**config.mk**
```make
export PLATFORM = sky130hd
export DESIGN_NAME = column_l1route_seq_flat
export DESIGN_NICKNAME = d
export VERILOG_FILES = /design/src/rtl/column_l1route_seq_if.sv /design/src/rtl/column_l1route_seq.sv /design/src/flat_wrapper.sv
export SDC_FILE = /design/constraint.sdc
export NUM_CORES = 1
export LEC_CHECK = 0
export ABC_CLOCK_PERIOD_IN_PS = 1630
export CAP_MARGIN = 20
export CORE_MARGIN = 5
export CORE_UTILIZATION = 40
export DETAILED_ROUTE_END_ITERATION = 16
export HOLD_SLACK_MARGIN = 0.02
export PLACE_DENSITY = 0.65
export SYNTH_ARGS = -nofsm -noshare
export SYNTH_HDL_FRONTEND = slang
export SYNTH_SLANG_ARGS = --single-unit
```
**constraint.sdc**
```tcl
create_clock -name sys_clk -period 1.63 [get_ports sys_clk]
set_input_delay 0.163 -clock sys_clk [delete_from_list [all_inputs] [get_ports sys_clk]]
set_output_delay 0.163 -clock sys_clk [all_outputs]
set_load 0.01 [all_outputs]
```
**src/rtl/column_l1route_seq_if.sv**
```systemverilog
// Request/response bundle between the column route sequencer, its request source and the QSN router side.
// shift_err_o exists only when SHIFT_RANGE_CHK_EN is defined.
interface column_l1route_seq_if #(
    parameter int BITWIDTH_SHIFT_FACTOR = 4,
    parameter int COL_ADDR_WIDTH        = 5
);
    logic                             req_valid_i;
    logic                             req_ready_o;
    logic                             req_src_i;
    logic [BITWIDTH_SHIFT_FACTOR-1:0] req_shift_i;
    logic [COL_ADDR_WIDTH-1:0]        req_col_i;
    logic                             req_last_i;

    logic [BITWIDTH_SHIFT_FACTOR-1:0] shift_factor_o;
    logic                             sw_in_src_o;
    logic                             launch_o;
    logic                             out_valid_o;
    logic [COL_ADDR_WIDTH-1:0]        out_col_o;
    logic                             out_src_o;
    logic                             out_last_o;
    logic                             done_o;
    logic                             busy_o;
    logic                             src_err_o;
`ifdef SHIFT_RANGE_CHK_EN
    logic                             shift_err_o;
`endif

    modport master (
        output req_valid_i, req_src_i, req_shift_i, req_col_i, req_last_i,
        input  req_ready_o, shift_factor_o, sw_in_src_o, launch_o,
        input  out_valid_o, out_col_o, out_src_o, out_last_o,
        input  done_o, busy_o, src_err_o
`ifdef SHIFT_RANGE_CHK_EN
        , input shift_err_o
`endif
    );

    modport slave (
        input  req_valid_i, req_src_i, req_shift_i, req_col_i, req_last_i,
        output req_ready_o, shift_factor_o, sw_in_src_o, launch_o,
        output out_valid_o, out_col_o, out_src_o, out_last_o,
        output done_o, busy_o, src_err_o
`ifdef SHIFT_RANGE_CHK_EN
        , output shift_err_o
`endif
    );
endinterface

```
**src/rtl/column_l1route_seq.sv**
```systemverilog
// Column L1 QSN router sequencer: launch at accept+1, out_valid at accept+1+QSN_LAT; ready low only while draining, no downstream backpressure.
// Optional SHIFT_RANGE_CHK_EN: out-of-range shifts are launched as 0 and flagged on sticky shift_err_o.
module column_l1route_seq #(
    parameter int STRIDE_UNIT_SIZE      = 15,
    parameter int BITWIDTH_SHIFT_FACTOR = $clog2(STRIDE_UNIT_SIZE-1),
    parameter int QSN_LAT               = 2,
    parameter int COL_ADDR_WIDTH        = 5
) (
    input  logic                 sys_clk,
    input  logic                 rstn,
    column_l1route_seq_if.slave  rt_if
);

    localparam int CNT_W = $clog2(QSN_LAT+1);

    typedef enum logic [1:0] {
        ST_IDLE   = 2'd0,
        ST_ACTIVE = 2'd1,
        ST_DRAIN  = 2'd2
    } state_t;

    typedef struct packed {
        logic                      vld;
        logic [COL_ADDR_WIDTH-1:0] col;
        logic                      src;
        logic                      last;
    } tag_t;

    state_t                           r_state;
    state_t                           w_state_nxt;
    logic [CNT_W-1:0]                 r_cnt;
    logic [CNT_W-1:0]                 w_cnt_nxt;
    logic                             r_burst_src;
    logic                             w_burst_src_nxt;

    logic                             w_ready;
    logic                             w_accept;
    logic                             w_src_eff;
    logic                             w_src_bad;
    logic                             w_done;
    logic [BITWIDTH_SHIFT_FACTOR-1:0] w_shift_eff;

    logic [BITWIDTH_SHIFT_FACTOR-1:0] r_shift;
    tag_t                             r_launch_tag;
    tag_t                             r_tag_pipe [QSN_LAT];
    logic                             r_src_err;

    assign w_ready  = (r_state != ST_DRAIN);
    assign w_accept = rt_if.req_valid_i & w_ready;

    // Mid-burst beats follow the source latched at burst start, even if the request disagrees.
    assign w_src_eff = (r_state == ST_ACTIVE) ? r_burst_src : rt_if.req_src_i;
    assign w_src_bad = w_accept & (r_state == ST_ACTIVE) & (rt_if.req_src_i != r_burst_src);

    always_comb begin
        w_state_nxt     = r_state;
        w_cnt_nxt       = r_cnt;
        w_burst_src_nxt = r_burst_src;
        w_done          = 1'b0;
        case (r_state)
            ST_IDLE: begin
                if (w_accept) begin
                    w_burst_src_nxt = rt_if.req_src_i;
                    if (rt_if.req_last_i) begin
                        w_state_nxt = ST_DRAIN;
                        w_cnt_nxt   = CNT_W'(QSN_LAT);
                    end else begin
                        w_state_nxt = ST_ACTIVE;
                    end
                end
            end
            ST_ACTIVE: begin
                if (w_accept && rt_if.req_last_i) begin
                    w_state_nxt = ST_DRAIN;
                    w_cnt_nxt   = CNT_W'(QSN_LAT);
                end
            end
            ST_DRAIN: begin
                // Counter reaches zero exactly when the last beat leaves the tag pipe.
                if (r_cnt == '0) begin
                    w_done      = 1'b1;
                    w_state_nxt = ST_IDLE;
                end else begin
                    w_cnt_nxt = r_cnt - CNT_W'(1);
                end
            end
            default: begin
                w_state_nxt = ST_IDLE;
            end
        endcase
    end

    always_ff @(posedge sys_clk or negedge rstn) begin
        if (!rstn) begin
            r_state     <= ST_IDLE;
            r_cnt       <= '0;
            r_burst_src <= 1'b0;
        end else begin
            r_state     <= w_state_nxt;
            r_cnt       <= w_cnt_nxt;
            r_burst_src <= w_burst_src_nxt;
        end
    end

`ifdef SHIFT_RANGE_CHK_EN
    localparam logic [BITWIDTH_SHIFT_FACTOR-1:0] SHIFT_MAX =
        BITWIDTH_SHIFT_FACTOR'(STRIDE_UNIT_SIZE-1);

    logic w_shift_bad;
    logic r_shift_err;

    assign w_shift_bad = (rt_if.req_shift_i > SHIFT_MAX);
    assign w_shift_eff = w_shift_bad ? '0 : rt_if.req_shift_i;

    always_ff @(posedge sys_clk or negedge rstn) begin
        if (!rstn) begin
            r_shift_err <= 1'b0;
        end else if (w_accept && w_shift_bad) begin
            r_shift_err <= 1'b1;
        end
    end

    assign rt_if.shift_err_o = r_shift_err;
`else
    assign w_shift_eff = rt_if.req_shift_i;
`endif

    // Router controls only move on a launch; otherwise they hold for the buffers.
    always_ff @(posedge sys_clk or negedge rstn) begin
        if (!rstn) begin
            r_shift      <= '0;
            r_launch_tag <= '0;
        end else begin
            r_launch_tag.vld <= w_accept;
            if (w_accept) begin
                r_shift           <= w_shift_eff;
                r_launch_tag.col  <= rt_if.req_col_i;
                r_launch_tag.src  <= w_src_eff;
                r_launch_tag.last <= rt_if.req_last_i;
            end
        end
    end

    always_ff @(posedge sys_clk or negedge rstn) begin
        if (!rstn) begin
            for (int i = 0; i < QSN_LAT; i++) begin
                r_tag_pipe[i] <= '0;
            end
        end else begin
            r_tag_pipe[0] <= r_launch_tag;
            for (int i = 1; i < QSN_LAT; i++) begin
                r_tag_pipe[i] <= r_tag_pipe[i-1];
            end
        end
    end

    always_ff @(posedge sys_clk or negedge rstn) begin
        if (!rstn) begin
            r_src_err <= 1'b0;
        end else if (w_src_bad) begin
            r_src_err <= 1'b1;
        end
    end

    assign rt_if.req_ready_o    = w_ready;
    assign rt_if.shift_factor_o = r_shift;
    assign rt_if.sw_in_src_o    = r_launch_tag.src;
    assign rt_if.launch_o       = r_launch_tag.vld;
    assign rt_if.out_valid_o    = r_tag_pipe[QSN_LAT-1].vld;
    assign rt_if.out_col_o      = r_tag_pipe[QSN_LAT-1].col;
    assign rt_if.out_src_o      = r_tag_pipe[QSN_LAT-1].src;
    assign rt_if.out_last_o     = r_tag_pipe[QSN_LAT-1].last;
    assign rt_if.done_o         = w_done;
    assign rt_if.busy_o         = (r_state != ST_IDLE);
    assign rt_if.src_err_o      = r_src_err;

endmodule

```
**src/flat_wrapper.sv**
```systemverilog
// flat-port wrapper written by rule: the top's interface ports become plain ports
module column_l1route_seq_flat 
#(
    parameter int STRIDE_UNIT_SIZE      = 15,
    parameter int BITWIDTH_SHIFT_FACTOR = $clog2(STRIDE_UNIT_SIZE-1),
    parameter int QSN_LAT               = 2,
    parameter int COL_ADDR_WIDTH        = 5
)
  (sys_clk, rstn, rt_if_req_valid_i, rt_if_req_src_i, rt_if_req_shift_i, rt_if_req_col_i, rt_if_req_last_i, rt_if_req_ready_o, rt_if_shift_factor_o, rt_if_sw_in_src_o, rt_if_launch_o, rt_if_out_valid_o, rt_if_out_col_o, rt_if_out_src_o, rt_if_out_last_o, rt_if_done_o, rt_if_busy_o, rt_if_src_err_o);
  column_l1route_seq_if #(.BITWIDTH_SHIFT_FACTOR(BITWIDTH_SHIFT_FACTOR), .COL_ADDR_WIDTH(COL_ADDR_WIDTH)) rt_if_i ();
  input  logic sys_clk;
  input  logic rstn;
  input wire logic [$bits(rt_if_i.req_valid_i)-1:0] rt_if_req_valid_i;
  input wire logic [$bits(rt_if_i.req_src_i)-1:0] rt_if_req_src_i;
  input wire logic [$bits(rt_if_i.req_shift_i)-1:0] rt_if_req_shift_i;
  input wire logic [$bits(rt_if_i.req_col_i)-1:0] rt_if_req_col_i;
  input wire logic [$bits(rt_if_i.req_last_i)-1:0] rt_if_req_last_i;
  output wire logic [$bits(rt_if_i.req_ready_o)-1:0] rt_if_req_ready_o;
  output wire logic [$bits(rt_if_i.shift_factor_o)-1:0] rt_if_shift_factor_o;
  output wire logic [$bits(rt_if_i.sw_in_src_o)-1:0] rt_if_sw_in_src_o;
  output wire logic [$bits(rt_if_i.launch_o)-1:0] rt_if_launch_o;
  output wire logic [$bits(rt_if_i.out_valid_o)-1:0] rt_if_out_valid_o;
  output wire logic [$bits(rt_if_i.out_col_o)-1:0] rt_if_out_col_o;
  output wire logic [$bits(rt_if_i.out_src_o)-1:0] rt_if_out_src_o;
  output wire logic [$bits(rt_if_i.out_last_o)-1:0] rt_if_out_last_o;
  output wire logic [$bits(rt_if_i.done_o)-1:0] rt_if_done_o;
  output wire logic [$bits(rt_if_i.busy_o)-1:0] rt_if_busy_o;
  output wire logic [$bits(rt_if_i.src_err_o)-1:0] rt_if_src_err_o;
  assign rt_if_i.req_valid_i = rt_if_req_valid_i;
  assign rt_if_i.req_src_i = rt_if_req_src_i;
  assign rt_if_i.req_shift_i = rt_if_req_shift_i;
  assign rt_if_i.req_col_i = rt_if_req_col_i;
  assign rt_if_i.req_last_i = rt_if_req_last_i;
  assign rt_if_req_ready_o = rt_if_i.req_ready_o;
  assign rt_if_shift_factor_o = rt_if_i.shift_factor_o;
  assign rt_if_sw_in_src_o = rt_if_i.sw_in_src_o;
  assign rt_if_launch_o = rt_if_i.launch_o;
  assign rt_if_out_valid_o = rt_if_i.out_valid_o;
  assign rt_if_out_col_o = rt_if_i.out_col_o;
  assign rt_if_out_src_o = rt_if_i.out_src_o;
  assign rt_if_out_last_o = rt_if_i.out_last_o;
  assign rt_if_done_o = rt_if_i.done_o;
  assign rt_if_busy_o = rt_if_i.busy_o;
  assign rt_if_src_err_o = rt_if_i.src_err_o;
  column_l1route_seq #(.STRIDE_UNIT_SIZE(STRIDE_UNIT_SIZE), .BITWIDTH_SHIFT_FACTOR(BITWIDTH_SHIFT_FACTOR), .QSN_LAT(QSN_LAT), .COL_ADDR_WIDTH(COL_ADDR_WIDTH)) u_core (.sys_clk(sys_clk), .rstn(rstn), .rt_if(rt_if_i));
endmodule
```
==> results of run 1 <==
-- flip-flops by register name, summed over array words and instances (netlist names), 2 cells and up --
register	flops
u_core.r_cnt	2
u_core.r_tag_pipe	8
u_core.rt_if.shift_factor_o	4
u_core.rt_if.out_col_o	5
u_core.r_state	2
u_core.r_launch_tag	6
-- power groups by stage --
| stage | Clock [mW] | Combinational (mW) | Sequential [mW] |
|---|---|---|---|
| after CTS | 0.786 | 1.02 | 1.34 |
| after global routing | 0.833 | 1.10 | 1.37 |
| after detailed placement | 0 | 1.04 | 1.35 |
| after global placement | 0 | 1.02 | 1.33 |
| final | 0.766 | 1.01 | 1.33 |
| after floorplan | 0 | 0.612 | 1.37 |
-- worst register-to-register path, stage by stage (launching register included) --
cell and delay [ps]:
dfrtp_1 390, nand2b_2 250, nand2_4 220, mux2_2 360
-- cell families after synthesis --
family,Yosys count,share of synthesized area
AO/OA/AOI/OAI,6,0.0325
XOR/XNOR,1,0.00689
multiplexers,14,0.148
AND/OR/NAND/NOR,10,0.0413
buffers and inverters,17,0.0925
flip-flops,34,0.669
adder cells (fa/ha/maj),1,0.00984
-- layout make-up --
class	count	area, µm²	area share
Timing Repair Buffer	35	338	0.200
Clock inverter	3	68.8	0.0408
Clock buffer	5	37.5	0.0223
Multi-Input combinational cell	32	305	0.181
Sequential cell	34	851	0.505
Inverter	8	30.0	0.0178
Tap cell	44	55.1	0.0327
-- through the flow --
step,total power [mW],utilization
2_1_floorplan,1.98,-
3_3_place_gp,2.35,0.517
3_5_place_dp,2.39,0.517
4_1_cts,3.15,0.552
5_1_grt,3.31,0.552
6_report,3.11,0.552
-- cell usage in the layout (no fill, tap or decap) --
master	Yosys	routed
a21o_2	1	1
a21oi_1	2	2
a41o_2	1	1
buf_4	6	4
bufinv_16	0	2
clkbuf_4	0	5
clkdlybuf4s15_1	0	1
clkdlybuf4s50_1	0	28
clkinv_4	0	1
dfrtp_1	34	34
dlygate4sd2_1	0	2
ha_1	1	1
inv_1	8	8
mux2_2	2	2
mux2_4	9	9
mux2i_1	3	3
nand2_1	2	2
nand2_4	1	1
nand2b_2	0	1
nor2_1	4	4
nor3_1	1	1
o21ai_0	1	1
o22ai_1	1	1
or3_2	1	1
xor2_1	1	1
-- final timing paths --
kind	from	endpoint	slack (ps)
worst max-delay path	u_core.r_state[1]	rt_if_busy_o	120
worst min-delay path	rstn	u_core.r_launch_tag[0]	220
worst max register to register	u_core.r_state[0]	u_core.r_launch_tag[3]	320
worst min register to register	u_core.r_tag_pipe[15]	u_core.rt_if.out_valid_o	360
max in group asynchronous	rstn	u_core.rt_if.shift_factor_o[1]	1110
min in group sys_clk	u_core.r_tag_pipe[15]	u_core.rt_if.out_valid_o	360
-- layer usage --
layer | share of wire | wire [µm] | up-vias | track usage
met5 | 0 | 0 | - | 0
met4 | 0.021 | 42 | 0 | 0.0761
met3 | 0.052 | 103 | 4 | 0.0459
met2 | 0.48 | 943 | 20 | 0.159
met1 | 0.45 | 885 | 338 | 0.129
li1 | - | - | 325 | -
==> results.yml, run 1 <==
pwr:
  p_leak_nw: 0.790
  internal-power_mw: 2.27
  switching_power_uw: 834
  ir_drop_mv: 0.745
  clkPwrFrac: 0.246
  pwr-share-seq: 0.429
  p_sw_frac: 0.268
  p_comb_frac: 0.325
  power_density_nw_per_um2: 1840
clocking:
  numCtsBuffers: 5
  post_cts_buffers: 0
  root_buffer: "clkbuf_4"
  tritoncts: "done"
  ctsResizeCount: 4
  path_clk_slew_ps: 110
  cts_buffer_depth: 2
  htree_num_levels: 2
  clk_latency_ps: 330
  cts_hold_repair.buffers: 0
  cts.sinks: 34
routing:
  drc: 0
  drtIter0Drc: 9
  viasPerCell: 4.27
  firstDrtPassIters: 4
  ant_nets: 0
  dr_total_vias: 687
  wl_per_cell_um: 12.3
  routed_wl_um: 1970
sta:
  post-route-period-util: 0.928
  whs_ps: 224
  worst_slack_ps: 117
  fin_crit_ps: 1510
  rsz0062_at_grt: "false"
  fin_skew_ps: 6.14
  tightestPinTransition_ps: 420
  hold_viol: 0
  finalSetupViolCount: 0
  slew_violations: 0
  fin_tns_setup_ps: 0
  slew_headroom: 0.720
  fmax_mhz: 661
placement:
  finalWeightedCongestion: 0.767
  dp_slack_ps: 172
  hpwl_um: 1390
  post-place-cells: 153
  numPortBuffers: 31
  post_dp_cell_area_um2: 1580
finish:
  nets: 131
  num_antenna_cells: 0
  stdcell_area_um2: 1690
  stdcell_count: 161
  area_growth_pct: 32.6
  fillers: 277
  drive_gt1_frac: 0.239
global_routing:
  grt-ovfl-total: 0
  antenna_found_initial: 0
  grt_pass1_wl_um: 3460
  grt_pass1_vias: 744
  track_usage: 0.109
  grt_start_max_net_pins: 35
status:
  status: "completed"
logic_synthesis:
  async_flop_share: 1.00
  ys.flop_type: "dfrtp_1"
  post-synth-top-area-cell: "dfrtp_1"
  ys_seq_elements: 34
  ys_seq_area_frac: 0.669
  synth_common_cells: "34 x dfrtp_1, 9 x mux2_4, 8 x inv_1"
  ys_warn_count: 0
  syn_inst: 83
  synth_area_leaders: "dfrtp_1 67%, mux2_4 11%, buf_4 3.5%"
  yosysTopAreaCellShare: 0.669
  syn-num-nets: 98
  synth_edf_count: 0
  ys_types: 21
  synth_most_common_cell: "dfrtp_1"
  netlist_area_um2: 1270
  syn_avg_cell_area_um2: 15.3
setup_path:
  crit_family: "buffers and inverters"
  path_max_fanout: 6
  crit_path_end_kind: "output pin"
  cp.arrival_ps: 1350
  cp_cell_sequence: "buf_4 > nor2_1 > inv_1 > dlygate4sd2_1"
  r2r_cells: 3
  crit_type: "flop to output pin"
  path_depth: 4
  slowest_stage: "dfrtp_1"
  critPathMaxStageDelay_ps: 400
  worstPathRequired_ps: 1470
  crit_buf_inv: 3
  start_kind: "flop"
floorplan:
  row_count: 20
  dieWidth_um: 66.4
  die_h_um: 66.4
  die-area_um2: 4410
  fp.coreArea_um2: 3050
  ioPinCount: 32
  initial_core_util: 0.416
worst_hold_path:
  hold_path_class: "input pin to async pin"
run:
  max-cap-violations: 0
Note: power is estimated with default switching activity, not from simulation.
==> run 2: changes to the inputs <==
--- a/config.mk
+++ b/config.mk
@@ -5,11 +5,12 @@
 export SDC_FILE = /design/constraint.sdc
 export NUM_CORES = 1
 export LEC_CHECK = 0
-export ABC_CLOCK_PERIOD_IN_PS = 1630
+export ABC_CLOCK_PERIOD_IN_PS = 1570
 export CAP_MARGIN = 20
 export CORE_MARGIN = 5
 export CORE_UTILIZATION = 40
 export DETAILED_ROUTE_END_ITERATION = 16
+export GPL_ROUTABILITY_DRIVEN = 0
 export HOLD_SLACK_MARGIN = 0.02
 export PLACE_DENSITY = 0.65
 export SYNTH_ARGS = -nofsm -noshare
==> constraint.sdc (replaced) <==
create_clock -name sys_clk -period 1.57 [get_ports sys_clk]
set_input_delay 0.157 -clock sys_clk [delete_from_list [all_inputs] [get_ports sys_clk]]
set_output_delay 0.157 -clock sys_clk [all_outputs]
set_load 0.01 [all_outputs]
==> run 2 against run 1 <==
  * Non-clock buffer count up 2
  * Largest power group unchanged
  * Largest cell class unchanged
  * Via count fell by 1.0%
  * Hold slack about the same
  * Routed wire length shrank 2.3%
  * Sequential power is 5% higher
==> results.yml, run 2 (synthesis gave the netlist of run 1 again) <==
pwr:
  ir_drop_mv: 0.913
  power_density_nw_per_um2: 1850
  p_leak_nw: 0.785
sta:
  tightestPinTransition_ps: 412
  fmax_mhz: 696
  post-route-period-util: 0.915
  slew_violations: 0
  whs_ps: 224
  rsz0062_at_grt: "false"
  hold_viol: 0
  worst_slack_ps: 133
  fin_skew_ps: 7.94
  slew_headroom: 0.726
  finalSetupViolCount: 0
  fin_tns_setup_ps: 0
  fin_crit_ps: 1440
run:
  max-cap-violations: 0
status:
  status: "completed"
finish:
  drive_gt1_frac: 0.261
  num_antenna_cells: 0
  area_growth_pct: 31.7
  layout_common_cells: "34 x dfrtp_1, 28 x clkdlybuf4s50_1, 9 x mux2_4"
  nets: 133
  layout_commonest_cell: "dfrtp_1"
  regMostFlops: "u_core.r_tag_pipe"
  largest_reg_flops: 8
  fillers: 267
floorplan:
  row_count: 20
  ioPinCount: 32
  die-area_um2: 4410
  dieWidth_um: 66.4
  die_h_um: 66.4
  initial_core_util: 0.416
  fp.coreArea_um2: 3050
global_routing:
  antenna_found_initial: 0
  grt_pass1_wl_um: 3050
  grt_pass1_vias: 690
  grt_start_max_net_pins: 35
  track_usage: 0.0956
  grt-ovfl-total: 0
routing:
  drtIter0Drc: 1
  wl_per_cell_um: 11.8
  viasPerCell: 4.17
  drc: 0
  ant_nets: 0
  dr_total_vias: 680
  routed_wl_um: 1930
  firstDrtPassIters: 3
setup_path:
  path_max_fanout: 5
  crit_type: "flop to output pin"
  worstPathRequired_ps: 1410
  crit_path_end_kind: "output pin"
  cp.arrival_ps: 1280
  crit_buf_inv: 3
  critPathMaxStageDelay_ps: 410
  start_kind: "flop"
  crit_family: "buffers and inverters"
  slowest_stage: "dfrtp_1"
  cp_cell_sequence: "buf_4 > nor2_2 > inv_1 > dlygate4sd2_1"
clocking:
  htree_num_levels: 2
  cts.sinks: 34
  cts_hold_repair.buffers: 0
  path_clk_slew_ps: 100
  clk_latency_ps: 310
  numCtsBuffers: 5
  tritoncts: "done"
  root_buffer: "clkbuf_4"
  cts_buffer_depth: 2
worst_hold_path:
  hold_path_class: "input pin to async pin"
placement:
  dp_slack_ps: 112
  numPortBuffers: 31
  hpwl_um: 1330
==> run 2: final cells by class <==
type | count | area [µm²] | share of cell area
flip-flops and latches | 34 | 851 | 0.508
repair buffers | 37 | 348 | 0.208
multi-input cells | 32 | 315 | 0.188
well taps | 44 | 55.1 | 0.0329
clock buffers | 7 | 45.0 | 0.0269
clock inverters | 1 | 30.0 | 0.0179
inverters | 8 | 30.0 | 0.0179
==> run 2: worst paths after layout <==
check	startpoint	to	slack, ps	cells after the start
hold reg to reg	u_core.r_tag_pipe[12]	u_core.rt_if.out_col_o[2]	360	0
min in group sys_clk	u_core.r_tag_pipe[12]	u_core.rt_if.out_col_o[2]	360	0
hold / removal	rstn	u_core.rt_if.src_err_o	220	2
setup / recovery	u_core.r_state[1]	rt_if_busy_o	130	4
max in group asynchronous	rstn	u_core.rt_if.shift_factor_o[2]	1040	2
setup reg to reg	u_core.r_state[1]	u_core.r_launch_tag[3]	210	5
==> run 2: report_power, final <==
group | switching [mW] | internal, mW | total (mW)
Combinational | 0.429 | 0.674 | 1.10
Sequential | 0.155 | 1.23 | 1.39
Clock | 0.260 | 0.338 | 0.598
==> run 2: metrics by stage <==
stage,cell area [µm²],power [mW],util,std cells
2_1_floorplan,1270,2.06,-,83
3_3_place_gp,1590,2.46,0.520,154
3_5_place_dp,1590,2.49,0.520,154
4_1_cts,1670,3.11,0.545,162
5_1_grt,1670,3.28,0.548,163
6_report,1670,3.09,0.548,163
==> run 2: timing repair <==
item / 4_1_cts / 5_1_grt
gates resized for setup: 4 / 4
endpoints found under the setup margin: 3 / 2
pin swaps: 0 / 0
buffers inserted: 0 / 1
==> run 2: metal layers <==
| layer | up-vias | routed length, µm | GRT usage |
|---|---|---|---|
| li1 | 331 | - | - |
| met1 | 327 | 820 | 0.0999 |
| met2 | 20 | 972 | 0.155 |
| met3 | 2 | 106 | 0.0289 |
| met4 | 0 | 29 | 0.0812 |
| met5 | - | 0 | 0 |
==> run 3: changes to the inputs <==
--- a/config.mk
+++ b/config.mk
@@ -7,6 +7,7 @@
 export LEC_CHECK = 0
 export ABC_CLOCK_PERIOD_IN_PS = 1570
 export CAP_MARGIN = 20
+export CORE_ASPECT_RATIO = 0.6
 export CORE_MARGIN = 5
 export CORE_UTILIZATION = 40
 export DETAILED_ROUTE_END_ITERATION = 16
==> run 3 against run 2 <==
  * Clock-buffer cell count stayed put
  * Largest cell class unchanged
  * Sequential power hardly changed
  * Combinational power hardly changed
  * Core utilization is 1.3 points higher
  * Via count is 0.15% lower
  * Sequential share of layout area is 0.27 points higher
  * Register-to-register slack hardly changed
  * Critical path depth is 2 lower
  * Non-clock buffer count is 1 lower
==> results.yml, run 3 (synthesis gave the netlist of run 1 again) <==
finish:
  area_growth_pct: 31.0
  layout_commonest_cell: "dfrtp_1"
  num_antenna_cells: 0
  stdcell_count: 159
  layout_common_cells: "34 x dfrtp_1, 29 x clkdlybuf4s50_1, 9 x mux2_4"
  largest_reg_flops: 8
  regMostFlops: "u_core.r_tag_pipe"
  nets: 132
  finish.utilization: 0.562
  drive_gt1_frac: 0.222
  stdcell_area_um2: 1670
floorplan:
  initial_core_util: 0.429
  dieWidth_um: 82.8
  ioPinCount: 32
  fp.coreArea_um2: 2970
  die-area_um2: 4440
  row_count: 15
  die_h_um: 53.7
clocking:
  numCtsBuffers: 5
  tritoncts: "done"
  cts.sinks: 34
  cts_buffer_depth: 2
  path_clk_slew_ps: 60
  root_buffer: "clkbuf_8"
  cts_hold_repair.buffers: 0
  post_cts_buffers: 0
  htree_num_levels: 2
  clk_latency_ps: 270
routing:
  routed_wl_um: 2000
  ant_nets: 0
  drc: 0
  drtIter0Drc: 8
  firstDrtPassIters: 2
  dr_total_vias: 679
  viasPerCell: 4.27
  wl_per_cell_um: 12.6
sta:
  tightestPinTransition_ps: 414
  slew_headroom: 0.724
  finalSetupViolCount: 0
  slew_violations: 0
  fin_crit_ps: 1500
  hold_viol: 0
  fmax_mhz: 668
  fin_tns_setup_ps: 0
  fin_skew_ps: 3.89
  post-route-period-util: 0.953
  rsz0062_at_grt: "false"
setup_path:
  start_kind: "flop"
  r2r_slack_ps: 220
  crit_path_end_kind: "output pin"
  cp.arrival_ps: 1340
  crit_type: "flop to output pin"
  r2r_cells: 4
  worstPathRequired_ps: 1410
  path_max_fanout: 6
  rr_endpoint: "u_core.r_launch_tag[3]"
  r2r_start: "u_core.r_state[0]"
placement:
  numPortBuffers: 31
  hpwl_um: 1430
  post_dp_cell_area_um2: 1580
  post-place-cells: 152
pwr:
  power_density_nw_per_um2: 1830
  ir_drop_mv: 0.700
  power_mw: 3.05
  p_leak_nw: 0.784
global_routing:
  grt-ovfl-total: 0
  antenna_found_initial: 0
  grt_start_max_net_pins: 35
  track_usage: 0.109
  grt_pass1_wl_um: 3380
  grt_pass1_vias: 738
worst_hold_path:
  hold_path_class: "input pin to async pin"
status:
  status: "completed"
run:
  max-cap-violations: 0
-- run 3: critical path, cell delays in order, from the launching register on --
cell and delay [ps]:
dfrtp_1 410, nand2b_4 120, clkdlybuf4s50_1 540
-- run 3: report_power, final --
part	internal (mW)	switching (mW)	total, mW
Sequential	1.24	0.158	1.40
Combinational	0.662	0.424	1.09
Clock	0.305	0.264	0.568
-- run 3: worst max-delay path by stage --
stage	from	end	slack, ps	depth (start not counted)
after floorplan	u_core.r_state[0]	u_core.r_launch_tag[0]	250	5
after global placement	u_core.r_state[0]	u_core.r_launch_tag[3]	150	4
after detailed placement	u_core.r_cnt[1]	rt_if_done_o	120	5
after CTS	u_core.r_state[1]	rt_if_req_ready_o	60	2
after global routing	u_core.r_cnt[1]	rt_if_done_o	20	5
final	u_core.r_state[1]	rt_if_req_ready_o	70	2
-- run 3: per-layer routing --
| metal | vias to the layer above | routed length [µm] | global-route usage |
|---|---|---|---|
| met5 | - | 0 | 0 |
| met4 | 0 | 14 | 0.0652 |
| met3 | 2 | 129 | 0.0418 |
| met2 | 23 | 928 | 0.169 |
| met1 | 329 | 928 | 0.130 |
| li1 | 325 | - | - |
-- run 3: what timing repair did --
action / in CTS / in global routing
gates resized for setup: 3 / 0
hold endpoints to repair: 0 / 0
endpoints found under the setup margin: 3 / 0
-- run 3: final cells by class --
type                       count  area (µm²)
fill                         255        1300
sequential                    34         851
timing repair buffer          36         345
multi-input combinational     32         310
clock buffer                   7        76.3
tap                           42        52.6
inverter                       8        30.0
-- run 3: metrics by stage --
stage | hold WS, ps | worst slack [ps]
floorplan | -139 | 248
global placement | 332 | 149
detailed placement | 335 | 119
CTS | 292 | 58.0
global route | 329 | 17.2
finish | 285 | 73.4
